==> config.mk <==
export PLATFORM = sky130hd
export DESIGN_NAME = config_ctrl_flat
export DESIGN_NICKNAME = d
export VERILOG_FILES = /design/src/rtl/config_ctrl_if.sv /design/src/rtl/config_ctrl.sv /design/src/flat_wrapper.sv
export SDC_FILE = /design/constraint.sdc
export NUM_CORES = 1
export LEC_CHECK = 0
export BUFFER_PORTS_ARGS = -buffer_cell sky130_fd_sc_hd__buf_2
export CAP_MARGIN = 0
export CORE_ASPECT_RATIO = 0.6
export CORE_MARGIN = 10
export CORE_UTILIZATION = 43
export CTS_BUF_LIST = sky130_fd_sc_hd__clkbuf_4
export CTS_CLUSTER_SIZE = 12
export DETAILED_ROUTE_END_ITERATION = 8
export GPL_TIMING_DRIVEN = 1
export HOLD_SLACK_MARGIN = 0.15
export PLACE_DENSITY = 0.79
export SYNTH_ARGS = -nofsm -noshare
export SYNTH_HDL_FRONTEND = slang
export SYNTH_SLANG_ARGS = --single-unit
==> constraint.sdc <==
create_clock -name clk -period 1.6 [get_ports clk]
set_input_delay 0.08 -clock clk [delete_from_list [all_inputs] [get_ports clk]]
set_output_delay 0.08 -clock clk [all_outputs]
set_load 0.01 [all_outputs]
==> src/rtl/config_ctrl_if.sv <==
// Command/response handshake bundle between a host and config_ctrl.
// The packet width is derived here so host and controller always agree on it.
interface config_ctrl_if #(
    parameter int CAW = 15,
    parameter int CDW = 21
);
    localparam int PW = 1 + CAW + CDW;

    logic                 cmd_valid;
    logic                 cmd_ready;
    logic [PW-1:0]        cmd_data;
    logic                 rsp_valid;
    logic                 rsp_ready;
    logic [CAW+CDW-1:0]   rsp_data;

    modport master (
        output cmd_valid, cmd_data, rsp_ready,
        input  cmd_ready, rsp_valid, rsp_data
    );

    modport slave (
        input  cmd_valid, cmd_data, rsp_ready,
        output cmd_ready, rsp_valid, rsp_data
    );
endinterface

==> src/rtl/config_ctrl.sv <==
// Single-outstanding command controller that turns host packets into
// one-cycle configurator write/read strobes and returns read responses.
module config_ctrl #(
    parameter int CDW = 21,
    parameter int CAW = 15
) (
    input  logic              clk,
    input  logic              rst_n,
    config_ctrl_if.slave      bus,
    output logic              config_we,
    output logic [CAW-1:0]    config_waddr,
    output logic [CDW-1:0]    config_wdata,
    output logic              config_re,
    output logic [CAW-1:0]    config_raddr,
    input  logic [CDW-1:0]    config_rdata,
    output logic              busy
);
    localparam int PW = 1 + CAW + CDW;

    typedef enum logic [2:0] {
        IDLE = 3'd0,
        WR   = 3'd1,
        RD   = 3'd2,
        CAP  = 3'd3,
        RSP  = 3'd4
    } state_t;

    state_t               state;
    state_t               next_state;
    logic                 accept;
    logic [CAW-1:0]       cmd_addr;
    logic [CDW-1:0]       cmd_wdata;
    logic [CAW+CDW-1:0]   rsp_q;

    assign accept = bus.cmd_ready && bus.cmd_valid;

    // NOTE: sequential state uses non-blocking assignments so every register
    // samples the pre-edge values, independent of process ordering.
    always_ff @(posedge clk or negedge rst_n) begin
        if (!rst_n) begin
            state <= IDLE;
        end else begin
            state <= next_state;
        end
    end

    // NOTE: next_state is defaulted before the case so no path through the
    // block leaves it unassigned, which would otherwise infer a latch.
    always_comb begin
        next_state = state;
        unique case (state)
            IDLE: if (bus.cmd_valid) next_state = bus.cmd_data[PW-1] ? WR : RD;
            WR:   next_state = IDLE;
            RD:   next_state = CAP;
            CAP:  next_state = RSP;
            RSP:  if (bus.rsp_ready) next_state = IDLE;
            default: next_state = IDLE;
        endcase
    end

    // Moore outputs: strobes and handshakes depend on state alone.
    always_comb begin
        bus.cmd_ready = 1'b0;
        bus.rsp_valid = 1'b0;
        config_we     = 1'b0;
        config_re     = 1'b0;
        busy          = 1'b1;
        unique case (state)
            IDLE: begin
                bus.cmd_ready = 1'b1;
                busy          = 1'b0;
            end
            WR:   config_we     = 1'b1;
            RD:   config_re     = 1'b1;
            CAP:  ;
            RSP:  bus.rsp_valid = 1'b1;
            default: ;
        endcase
    end

    // Both fields are captured on every accept; reads simply ignore the data.
    always_ff @(posedge clk or negedge rst_n) begin
        if (!rst_n) begin
            cmd_addr  <= '0;
            cmd_wdata <= '0;
        end else if (accept) begin
            cmd_addr  <= bus.cmd_data[PW-2:CDW];
            cmd_wdata <= bus.cmd_data[CDW-1:0];
        end
    end

    always_ff @(posedge clk or negedge rst_n) begin
        if (!rst_n) begin
            rsp_q <= '0;
        end else if (state == CAP) begin
            rsp_q <= {cmd_addr, config_rdata};
        end
    end

    assign config_waddr = cmd_addr;
    assign config_raddr = cmd_addr;
    assign config_wdata = cmd_wdata;
    assign bus.rsp_data = rsp_q;

    a_strobes_exclusive : assert property (
        @(posedge clk) disable iff (!rst_n) !(config_we && config_re));

    a_rsp_held : assert property (
        @(posedge clk) disable iff (!rst_n)
        (bus.rsp_valid && !bus.rsp_ready) |=> (bus.rsp_valid && $stable(bus.rsp_data)));

    a_we_single : assert property (
        @(posedge clk) disable iff (!rst_n) config_we |=> !config_we);
endmodule

==> src/flat_wrapper.sv <==
// flat-port wrapper written by rule: the top's interface ports become plain ports
module config_ctrl_flat 
#(
    parameter int CDW = 21,
    parameter int CAW = 15
)
  (clk, rst_n, config_we, config_waddr, config_wdata, config_re, config_raddr, config_rdata, busy, bus_cmd_valid, bus_cmd_data, bus_rsp_ready, bus_cmd_ready, bus_rsp_valid, bus_rsp_data);
  config_ctrl_if #(.CAW(CAW), .CDW(CDW)) bus_i ();
  input  logic clk;
  input  logic rst_n;
  output logic config_we;
  output logic [CAW-1:0] config_waddr;
  output logic [CDW-1:0] config_wdata;
  output logic config_re;
  output logic [CAW-1:0] config_raddr;
  input  logic [CDW-1:0] config_rdata;
  output logic busy;
  input wire logic [$bits(bus_i.cmd_valid)-1:0] bus_cmd_valid;
  input wire logic [$bits(bus_i.cmd_data)-1:0] bus_cmd_data;
  input wire logic [$bits(bus_i.rsp_ready)-1:0] bus_rsp_ready;
  output wire logic [$bits(bus_i.cmd_ready)-1:0] bus_cmd_ready;
  output wire logic [$bits(bus_i.rsp_valid)-1:0] bus_rsp_valid;
  output wire logic [$bits(bus_i.rsp_data)-1:0] bus_rsp_data;
  assign bus_i.cmd_valid = bus_cmd_valid;
  assign bus_i.cmd_data = bus_cmd_data;
  assign bus_i.rsp_ready = bus_rsp_ready;
  assign bus_cmd_ready = bus_i.cmd_ready;
  assign bus_rsp_valid = bus_i.rsp_valid;
  assign bus_rsp_data = bus_i.rsp_data;
  config_ctrl #(.CDW(CDW), .CAW(CAW)) u_core (.clk(clk), .rst_n(rst_n), .bus(bus_i), .config_we(config_we), .config_waddr(config_waddr), .config_wdata(config_wdata), .config_re(config_re), .config_raddr(config_raddr), .config_rdata(config_rdata), .busy(busy));
endmodule
==> flow_metrics.tcl, run 1 <==
set metrics [dict create \
    status "complete, but fails checks" \
    failed_checks "negative setup slack" \
    grt_pass1_wl_mm 14.7 \
    core-area_um2 6820 \
    drt_iter0_drc 109 \
    regArea_um2 1880 \
    drv_cap 0 \
    yosysTopAreaCell "dfrtp_1" \
    gp_congestion 0.721 \
    use_met2_pct 28.9 \
    clock_latency_ns 0.43 \
    clk_pin_slew_ns 0.12 \
    power_leakage_nw 2.43 \
    vias 2409 \
    final_nets 468 \
    fin_skew_ns 0.00883 \
    ys_seq_area_share_pct 60.8 \
    period_share_pct 102 \
    gr-usage-met3_pct 9.65 \
    grt_pass1_vias 2606 \
    final_hold_viol_count 0 \
    final-instance-count-excl-fill 498 \
    cts_tree "done" \
    cts_root_buf "clkbuf_4" \
    cts_buffers 9 \
    syn-num-nets 247 \
    holdWs_ns 0.192 \
    final_cell_mix "150 x buf_2, 75 x dfrtp_1, 64 x dlygate4sd3_1" \
    start_util_pct 45.3 \
    vias_per_cell 4.84 \
    fin_util_pct 71.2 \
    path_max_fanout 2 \
    worst_pin_slew_ns 0.475 \
    fp-row-count 23 \
    synth_top_area_share_pct 60.8 \
    r2r_cells 6 \
    cts_sinks 75 \
    areaGrowthSynthToFinish_pct 57.2 \
    syn_avg_cell_area_um2 16.7 \
    route.detailed.drc 0 \
    grt.met1_usage_pct 18.2 \
    ant_nets 0 \
    critPathArrivalTime_ns 1.56 \
    antenna_found_initial 1 \
    relSlewSlack_pct 68.2 \
    routed_wl_mm 10.2 \
    hp-class "in2async" \
    gr-max-usage-layer "met2" \
    ys.warnings.count 0 \
    dieArea_um2 11100 \
    dp_cells 408 \
    yosys.cell_types.count 19 \
    port_buffers 153 \
    track_usage_pct 17.2 \
    final_common_cell "buf_2" \
    first_pass_iters 4 \
    hpwl_mm 5.89 \
    critPathRequiredTime_ns 1.52 \
    setup_violations 3 \
    clockBufferDepth 2 \
    grt_setup_unrepaired "yes" \
    finish.instance_area_um2 4850 \
    fin_ws_ns -0.0359 \
    slew_viol_final 0 \
    fill_cells 476 \
    p_per_area_nw_per_um2 1910 \
    critPathLaunchType "flop" \
    die_w_um 129 \
    crit_path_end_kind "output port" \
    netlist_area_um2 3090 \
    ios 154 \
    ys_ff_latch 75 \
    wl_per_cell_um 20.5 \
    multi_input_area_um2 1060 \
    grt_max_degree 38 \
    max_freq_mhz 611 \
    drive_gt1_share_pct 64.1 \
    cts-htree-levels 3 \
    path_class "reg2out" \
    vdd.ir_drop.worst_v 0.00118 \
    yosys-top-cells-area "dfrtp_1 61%, mux2_2 15%, mux2_4 15%" \
    postSynthCellCount 185 \
    fin_setup_tns_ns -0.0504 \
    die_h_um 85.6 \
    fin_crit_ns 1.64 \
    overflow 0 \
    placed_area_um2 3870 \
]
[sequential cells by signal, summed over array words and instances, names as in the netlist]
| register | count |
|---|---|
| u_core.state | 3 |
| u_core.config_wdata | 21 |
| u_core.config_raddr | 15 |
| u_core.bus.rsp_data | 36 |
[Yosys cell counts, drive strengths merged]
library cell / instances
dfrtp: 75
a21oi: 1
mux2: 72
or4b: 1
nor2b: 1
o21a: 1
and2: 1
or3: 1
nand3b: 1
nor3: 1
inv: 1
buf: 24
nor3b: 2
nand2: 1
nor2: 1
nor4b: 1
[report_power, final]
| group | internal [mW] | leakage, nW | switching (mW) |
|---|---|---|---|
| registers | 2.87 | 0.885 | 0.636 |
| clock network | 0.334 | 0.0639 | 0.621 |
| logic | 2.70 | 1.49 | 2.13 |
| total | 5.91 | 2.43 | 3.39 |
[timing repair]
action / CTS / global route
setup buffers: 4 / 1
gates resized for setup: 5 / 15
pin swaps: 1 / 1
hold endpoints to repair: 135 / 21
hold buffers: 63 / 2
gates cloned: 2 / 3
endpoints found under the setup margin: 2 / 64
[per-layer routing]
| metal | share of wire, % | routed length, um | vias to the layer above |
|---|---|---|---|
| met2 | 49 | 4970 | 115 |
| met1 | 40 | 4040 | 1210 |
| met4 | 0.83 | 85 | 0 |
| met3 | 11 | 1120 | 9 |
| met5 | 0 | 0 | - |
| li1 | - | - | 1075 |
[path summary, 6_finish.rpt]
check                                                   start                                   to  slack, ns
max                               u_core.state[1]$_DFFE_PN0P_                        bus_cmd_ready      -0.04
min                                                     rst_n  u_core.bus.rsp_data[10]$_DFFE_PN0P_       0.19
max reg2reg                       u_core.state[1]$_DFFE_PN0P_  u_core.bus.rsp_data[14]$_DFFE_PN0P_          0
min reg2reg                u_core.bus.rsp_data[7]$_DFFE_PN0P_   u_core.bus.rsp_data[7]$_DFFE_PN0P_       0.52
max in group asynchronous                               rst_n  u_core.bus.rsp_data[23]$_DFFE_PN0P_       0.49
min in group clk                             bus_cmd_data[20]  u_core.config_wdata[20]$_DFFE_PN0P_       0.41
[cells by family after synthesis]
kind of cell,Yosys count,synth area share [%]
DFF,75,60.8
AOI/OAI and AO/OA,2,0.405
buffers and inverters,25,6.04
and+or+nand+nor,11,2.88
muxes,72,29.9
[cell type report]
type,count,area share (%)
Timing Repair Buffer,234,35.1
Multi-Input combinational cell,85,21.8
Antenna cell,1,0.0515
Clock buffer,11,1.70
Sequential cell,75,38.7
Tap cell,87,2.24
Inverter,1,0.0773
Clock inverter,4,0.387
[critical path, cell delays in order (launching register included)]
cell	delay, ns
dfrtp_1	0.44
buf_6	0.14
or3_4	0.39
inv_2	0.06
buf_6	0.09
[per-stage QoR]
step | setup WS, ns | power, mW
after floorplan | -0.0733 | 6.18
after global placement | 0.0767 | 7.55
after global routing | -0.104 | 9.86
after CTS | -0.0404 | 9.04
final | -0.0359 | 9.29
after detailed placement | 0.0670 | 7.71
No activity file was read; power rests on OpenSTA's default activity.
==> run 2, diff against run 1 <==
CORE_MARGIN = 5   (was 10)
==> flow_metrics.tcl, run 2 (synthesis gave the netlist of run 1 again) <==
set metrics [dict create \
    status "complete, but fails checks" \
    failed_checks "negative setup slack" \
    hp-class "in2async" \
    hpwl_mm 5.35 \
    routed_wl_mm 8.33 \
    r2r_slack_ns -0.04 \
    worst_r2r_endpoint "u_core.config_wdata[3]$_DFFE_PN0P_" \
    drive_gt1_share_pct 63.8 \
    wl_per_cell_um 16.9 \
    regArea_um2 1880 \
    cts_sinks 75 \
    grt_max_degree 42 \
    p_per_area_nw_per_um2 1980 \
    antenna_found_initial 0 \
    grt_pass1_wl_mm 13.1 \
    route.detailed.drc 0 \
    areaGrowthSynthToFinish_pct 55.5 \
    relSlewSlack_pct 65.0 \
    critPathLaunchType "flop" \
    ios 154 \
    die_h_um 75.6 \
    r2r_cells 5 \
    overflow 0 \
    placed_area_um2 3870 \
    port_buffers 153 \
    max_freq_mhz 611 \
    clk_pin_slew_ns 0.11 \
    power_mw 9.49 \
    cts_tree "done" \
    fin_ws_ns -0.0368 \
    final_hold_viol_count 0 \
    grt_pass1_vias 2513 \
    fin_util_pct 70.4 \
    cts-htree-levels 3 \
    drt_iter0_drc 71 \
    final_cell_mix "149 x buf_2, 75 x dfrtp_1, 62 x dlygate4sd3_1" \
    cts_root_buf "clkbuf_4" \
    grt_setup_unrepaired "yes" \
    ant_nets 0 \
    period_share_pct 102 \
    power_leakage_nw 2.41 \
    worst_pin_slew_ns 0.525 \
    clock_latency_ns 0.41 \
    pre_cts_slack_ns 0.0642 \
    setup_violations 15 \
    clockBufferDepth 2 \
    path_class "reg2reg" \
    vdd.ir_drop.worst_v 0.00117 \
    vias_per_cell 4.69 \
    fill_cells 491 \
    r2r-start "u_core.state[1]$_DFFE_PN0P_" \
    antennaDiodeCount 0 \
    fin_setup_tns_ns -0.459 \
    largest_register_ffs 36 \
    dp_cells 408 \
    fin_crit_ns 1.64 \
    finish.instance_area_um2 4800 \
    final-instance-count-excl-fill 493 \
    critPathRequiredTime_ns 1.90 \
    vias 2310 \
    crit_path_end_kind "flop" \
    start_util_pct 45.3 \
    gp_congestion 0.695 \
    fin_skew_ns 0.0115 \
    die_w_um 119 \
    slew_viol_final 0 \
    path_max_fanout 14 \
    first_pass_iters 4 \
    drv_cap 0 \
    track_usage_pct 19.0 \
    final_common_cell "buf_2" \
    critPathArrivalTime_ns 1.94 \
    core-area_um2 6820 \
    dieArea_um2 9030 \
    multi_input_area_um2 1050 \
    holdWs_ns 0.196 \
    cts_buffers 9 \
    fp-row-count 23 \
    final_nets 463 \
]
==> run 2: worst max-delay path, stage by stage (launching register included) <==
cell	delay [ns]
dfrtp_1	0.40
buf_4	0.15
nor4b_4	0.27
buf_4	0.19
clkbuf_16	0.20
mux2_4	0.31
==> run 2: how the worst max path moves through the flow <==
stage,from,endpoint,slack (ns),cells past startpoint
detailed placement,u_core.state[2]$_DFFE_PN0P_,u_core.config_wdata[20]$_DFFE_PN0P_,0.06,3
floorplan,u_core.state[0]$_DFFE_PN0P_,u_core.config_raddr[0]$_DFFE_PN0P_,-0.07,4
global route,u_core.state[0]$_DFFE_PN0P_,u_core.config_wdata[2]$_DFFE_PN0P_,-0.09,5
global placement,u_core.state[0]$_DFFE_PN0P_,u_core.config_raddr[14]$_DFFE_PN0P_,0.08,3
CTS,u_core.state[0]$_DFFE_PN0P_,bus_cmd_ready,-0.04,4
finish,u_core.state[1]$_DFFE_PN0P_,u_core.config_wdata[3]$_DFFE_PN0P_,-0.04,5
==> run 2: what timing repair did <==
action / 4_1_cts / 5_1_grt
cloned: 0 / 1
setup endpoints to repair: 2 / 38
resized for setup: 6 / 11
endpoints found under the hold margin: 135 / 0
hold buffers: 62 / 0
pin swaps: 0 / 1
buffers inserted: 2 / 4
==> run 2: cell type report <==
class,count,share of cell area (%)
Clock inverter,5,2.11
Sequential cell,75,39.1
Multi-Input combinational cell,85,21.9
Tap cell,87,2.27
Timing Repair Buffer,229,32.9
Inverter,1,0.0782
Clock buffer,11,1.72
==> run 2: power breakdown <==
| part | switching, mW | internal (mW) |
|---|---|---|
| combinational | 1.94 | 2.62 |
| clock | 0.621 | 0.822 |
| sequential | 0.615 | 2.87 |
==> run 2: metal layers <==
layer / share of wire [%] / routed length [um] / global-route usage [%]
met5: 0 / 0 / 0
met4: 0.98 / 82 / 5.71
met3: 9.4 / 786 / 7.12
met2: 49 / 4090 / 33.5
met1: 40 / 3360 / 22.2
==> run 3, diff against run 2 <==
CELL_PAD_IN_SITES_DETAIL_PLACEMENT = 1   (was not set)
CELL_PAD_IN_SITES_GLOBAL_PLACEMENT = 2   (was not set)
CORE_ASPECT_RATIO = not set   (was 0.6)
CORE_UTILIZATION = 27   (was 43)
GPL_ROUTABILITY_DRIVEN = 0   (was not set)
PLACE_DENSITY = not set   (was 0.79)
PLACE_DENSITY_LB_ADDON = 0.1   (was not set)
==> flow_metrics.tcl, run 3 (synthesis gave the netlist of run 1 again) <==
set metrics [dict create \
    antennaDiodeCount 0 \
    critPathRequiredTime_ns 1.90 \
    wl_per_cell_um 17.2 \
    clock_latency_ns 0.40 \
    crit_top_cell "buf_6" \
    p_per_area_nw_per_um2 1940 \
    sw_frac_of_total_pct 33.7 \
    clk_pin_slew_ns 0.13 \
    vias_per_cell 4.20 \
    grt_pass1_vias 2636 \
    final_common_cell "buf_2" \
    path_max_fanout 9 \
    ios 154 \
    routed_wl_mm 9.65 \
    track_usage_pct 12.5 \
    slew_viol_final 0 \
    areaGrowthSynthToFinish_pct 65.3 \
    die_w_um 117 \
    highest-signal-layer "met4" \
    r2r-start "u_core.state[1]$_DFFE_PN0P_" \
    worst_pin_slew_ns 0.430 \
    dp_cells 465 \
    cts_sinks 75 \
    final_hold_viol_count 0 \
    start_util_pct 27.3 \
    p_clk_share_pct 14.3 \
    fin_setup_tns_ns -1.25 \
    worstPathCellList "buf_6, nor4b_4, buf_6, clkbuf_16, mux2_4" \
    port_buffers 153 \
    drt-met1-wl_mm 4.05 \
    period_share_pct 103 \
    slowest_delay_ns 0.43 \
    holdWs_ns 0.429 \
    drt_iter0_drc 42 \
    r2r_slack_ns -0.05 \
    cts-htree-levels 3 \
    crit_path_end_kind "flop" \
    route.met2.wl_mm 4.72 \
    power_leakage_nw 2.57 \
    overflow 0 \
    final-instance-count-excl-fill 560 \
    hold_end "u_core.config_wdata[9]$_DFFE_PN0P_" \
    vias 2353 \
    max_freq_mhz 606 \
    fin_crit_ns 1.65 \
    route.met3.wl_um 765 \
    worst_r2r_endpoint "u_core.config_raddr[0]$_DFFE_PN0P_" \
    drive_gt1_share_pct 64.5 \
    dieArea_um2 13700 \
    relSlewSlack_pct 71.3 \
    grt_pass1_wl_mm 13.2 \
    cts_buffers 9 \
    antenna_found_initial 0 \
    status "complete, but fails checks" \
    r2r_cells 5 \
    p_int_mw 6.58 \
    p_comb_share_pct 50.6 \
    critPathLaunchType "flop" \
    fin_ws_ns -0.0495 \
    critPathSlowestCell "dfrtp_1" \
    hpwl_mm 5.63 \
    fin_skew_ns 0.0195 \
    sequentialPowerShare_pct 35.1 \
    largest_register_ffs 36 \
    grt_setup_unrepaired "yes" \
    clockBufferDepth 2 \
    grt_max_degree 37 \
    pre_cts_slack_ns 0.0457 \
    final_nets 475 \
    die_h_um 117 \
    path_class "reg2reg" \
    setup_violations 39 \
    fin_util_pct 45.1 \
    fp-row-count 39 \
    cts_root_buf "clkbuf_4" \
    critPathArrivalTime_ns 1.95 \
    first_pass_iters 2 \
    core-area_um2 11300 \
    route.detailed.drc 0 \
    fill_cells 1187 \
    hp-class "in2reg" \
    vdd.ir_drop.worst_v 0.000759 \
    cts_tree "done" \
    final_cell_mix "151 x buf_2, 75 x dfrtp_1, 63 x dlygate4sd3_1" \
    ant_nets 0 \
    p_sw_mw 3.34 \
    hp-start "bus_cmd_data[9]" \
    drv_cap 0 \
    failed_checks "negative setup slack" \
    min_path_cells 3 \
]
[run 3: cell types whose count changed in the layout (fill, tap and decap cells not counted), sizes merged]
cell,delta
clkbuf,+1
buf,+8
dlygate4sd3,+1
clkinv,+1
[run 3: worst max-delay path, delay by kind of cell (launching register included)]
kind / cells / cell delay [ns]
mux: 1 / 0.30
flops: 1 / 0.43
buf+inv: 3 / 0.49
simple gates: 1 / 0.32
[run 3: stage by stage]
stage	area, um^2	total power [mW]
3_5_place_dp	3950	7.66
2_1_floorplan	3090	6.18
5_1_grt	5100	10.6
4_1_cts	4790	9.36
3_3_place_gp	3950	7.59
6_report	5100	9.92
[run 3: repair_timing]
| item | in CTS | in global routing |
|---|---|---|
| endpoints found under the setup margin | 2 | 76 |
| hold endpoints to repair | 135 | 0 |
| hold buffers | 63 | 0 |
| buffers inserted | 3 | 5 |
| resized for setup | 4 | 34 |
| cloned | 0 | 9 |
| pin swaps | 0 | 2 |
[run 3: layout make-up]
| class | count | area (um^2) | share of cell area, % |
|---|---|---|---|
| clock buffers | 9 | 67.6 | 1.32 |
| clock inverters | 6 | 105 | 2.06 |
| inverters | 1 | 3.75 | 0.0735 |
| multi-input cells | 85 | 1110 | 21.7 |
| flip-flops and latches | 75 | 1880 | 36.8 |
| well taps | 143 | 179 | 3.50 |
| repair buffers | 241 | 1760 | 34.5 |
[run 3: power groups by stage]
stage                     logic [mW]  registers [mW]  clock network, mW
after global routing            5.40            3.62               1.56
after global placement          4.12            3.47                  0
after detailed placement        4.16            3.50                  0
final                           5.02            3.48               1.42
after CTS                       4.39            3.47               1.50
after floorplan                 2.28            3.89                  0
[run 3: worst max path at each step]
stage | from | end | slack, ns | cells past startpoint
floorplan | u_core.state[0]$_DFFE_PN0P_ | u_core.config_raddr[0]$_DFFE_PN0P_ | -0.07 | 4
global placement | u_core.state[0]$_DFFE_PN0P_ | u_core.config_wdata[20]$_DFFE_PN0P_ | 0.06 | 3
detailed placement | u_core.state[0]$_DFFE_PN0P_ | u_core.config_wdata[5]$_DFFE_PN0P_ | 0.05 | 3
CTS | u_core.state[1]$_DFFE_PN0P_ | u_core.config_wdata[5]$_DFFE_PN0P_ | -0.08 | 4
global route | u_core.state[1]$_DFFE_PN0P_ | u_core.config_raddr[3]$_DFFE_PN0P_ | -0.09 | 5
finish | u_core.state[1]$_DFFE_PN0P_ | u_core.config_raddr[0]$_DFFE_PN0P_ | -0.05 | 5
[run 3: metal layers]
layer	up-vias	GRT usage (%)
li1	1085	-
met1	1165	14.6
met2	94	22.0
met3	9	3.70
met4	0	4.13
met5	-	0
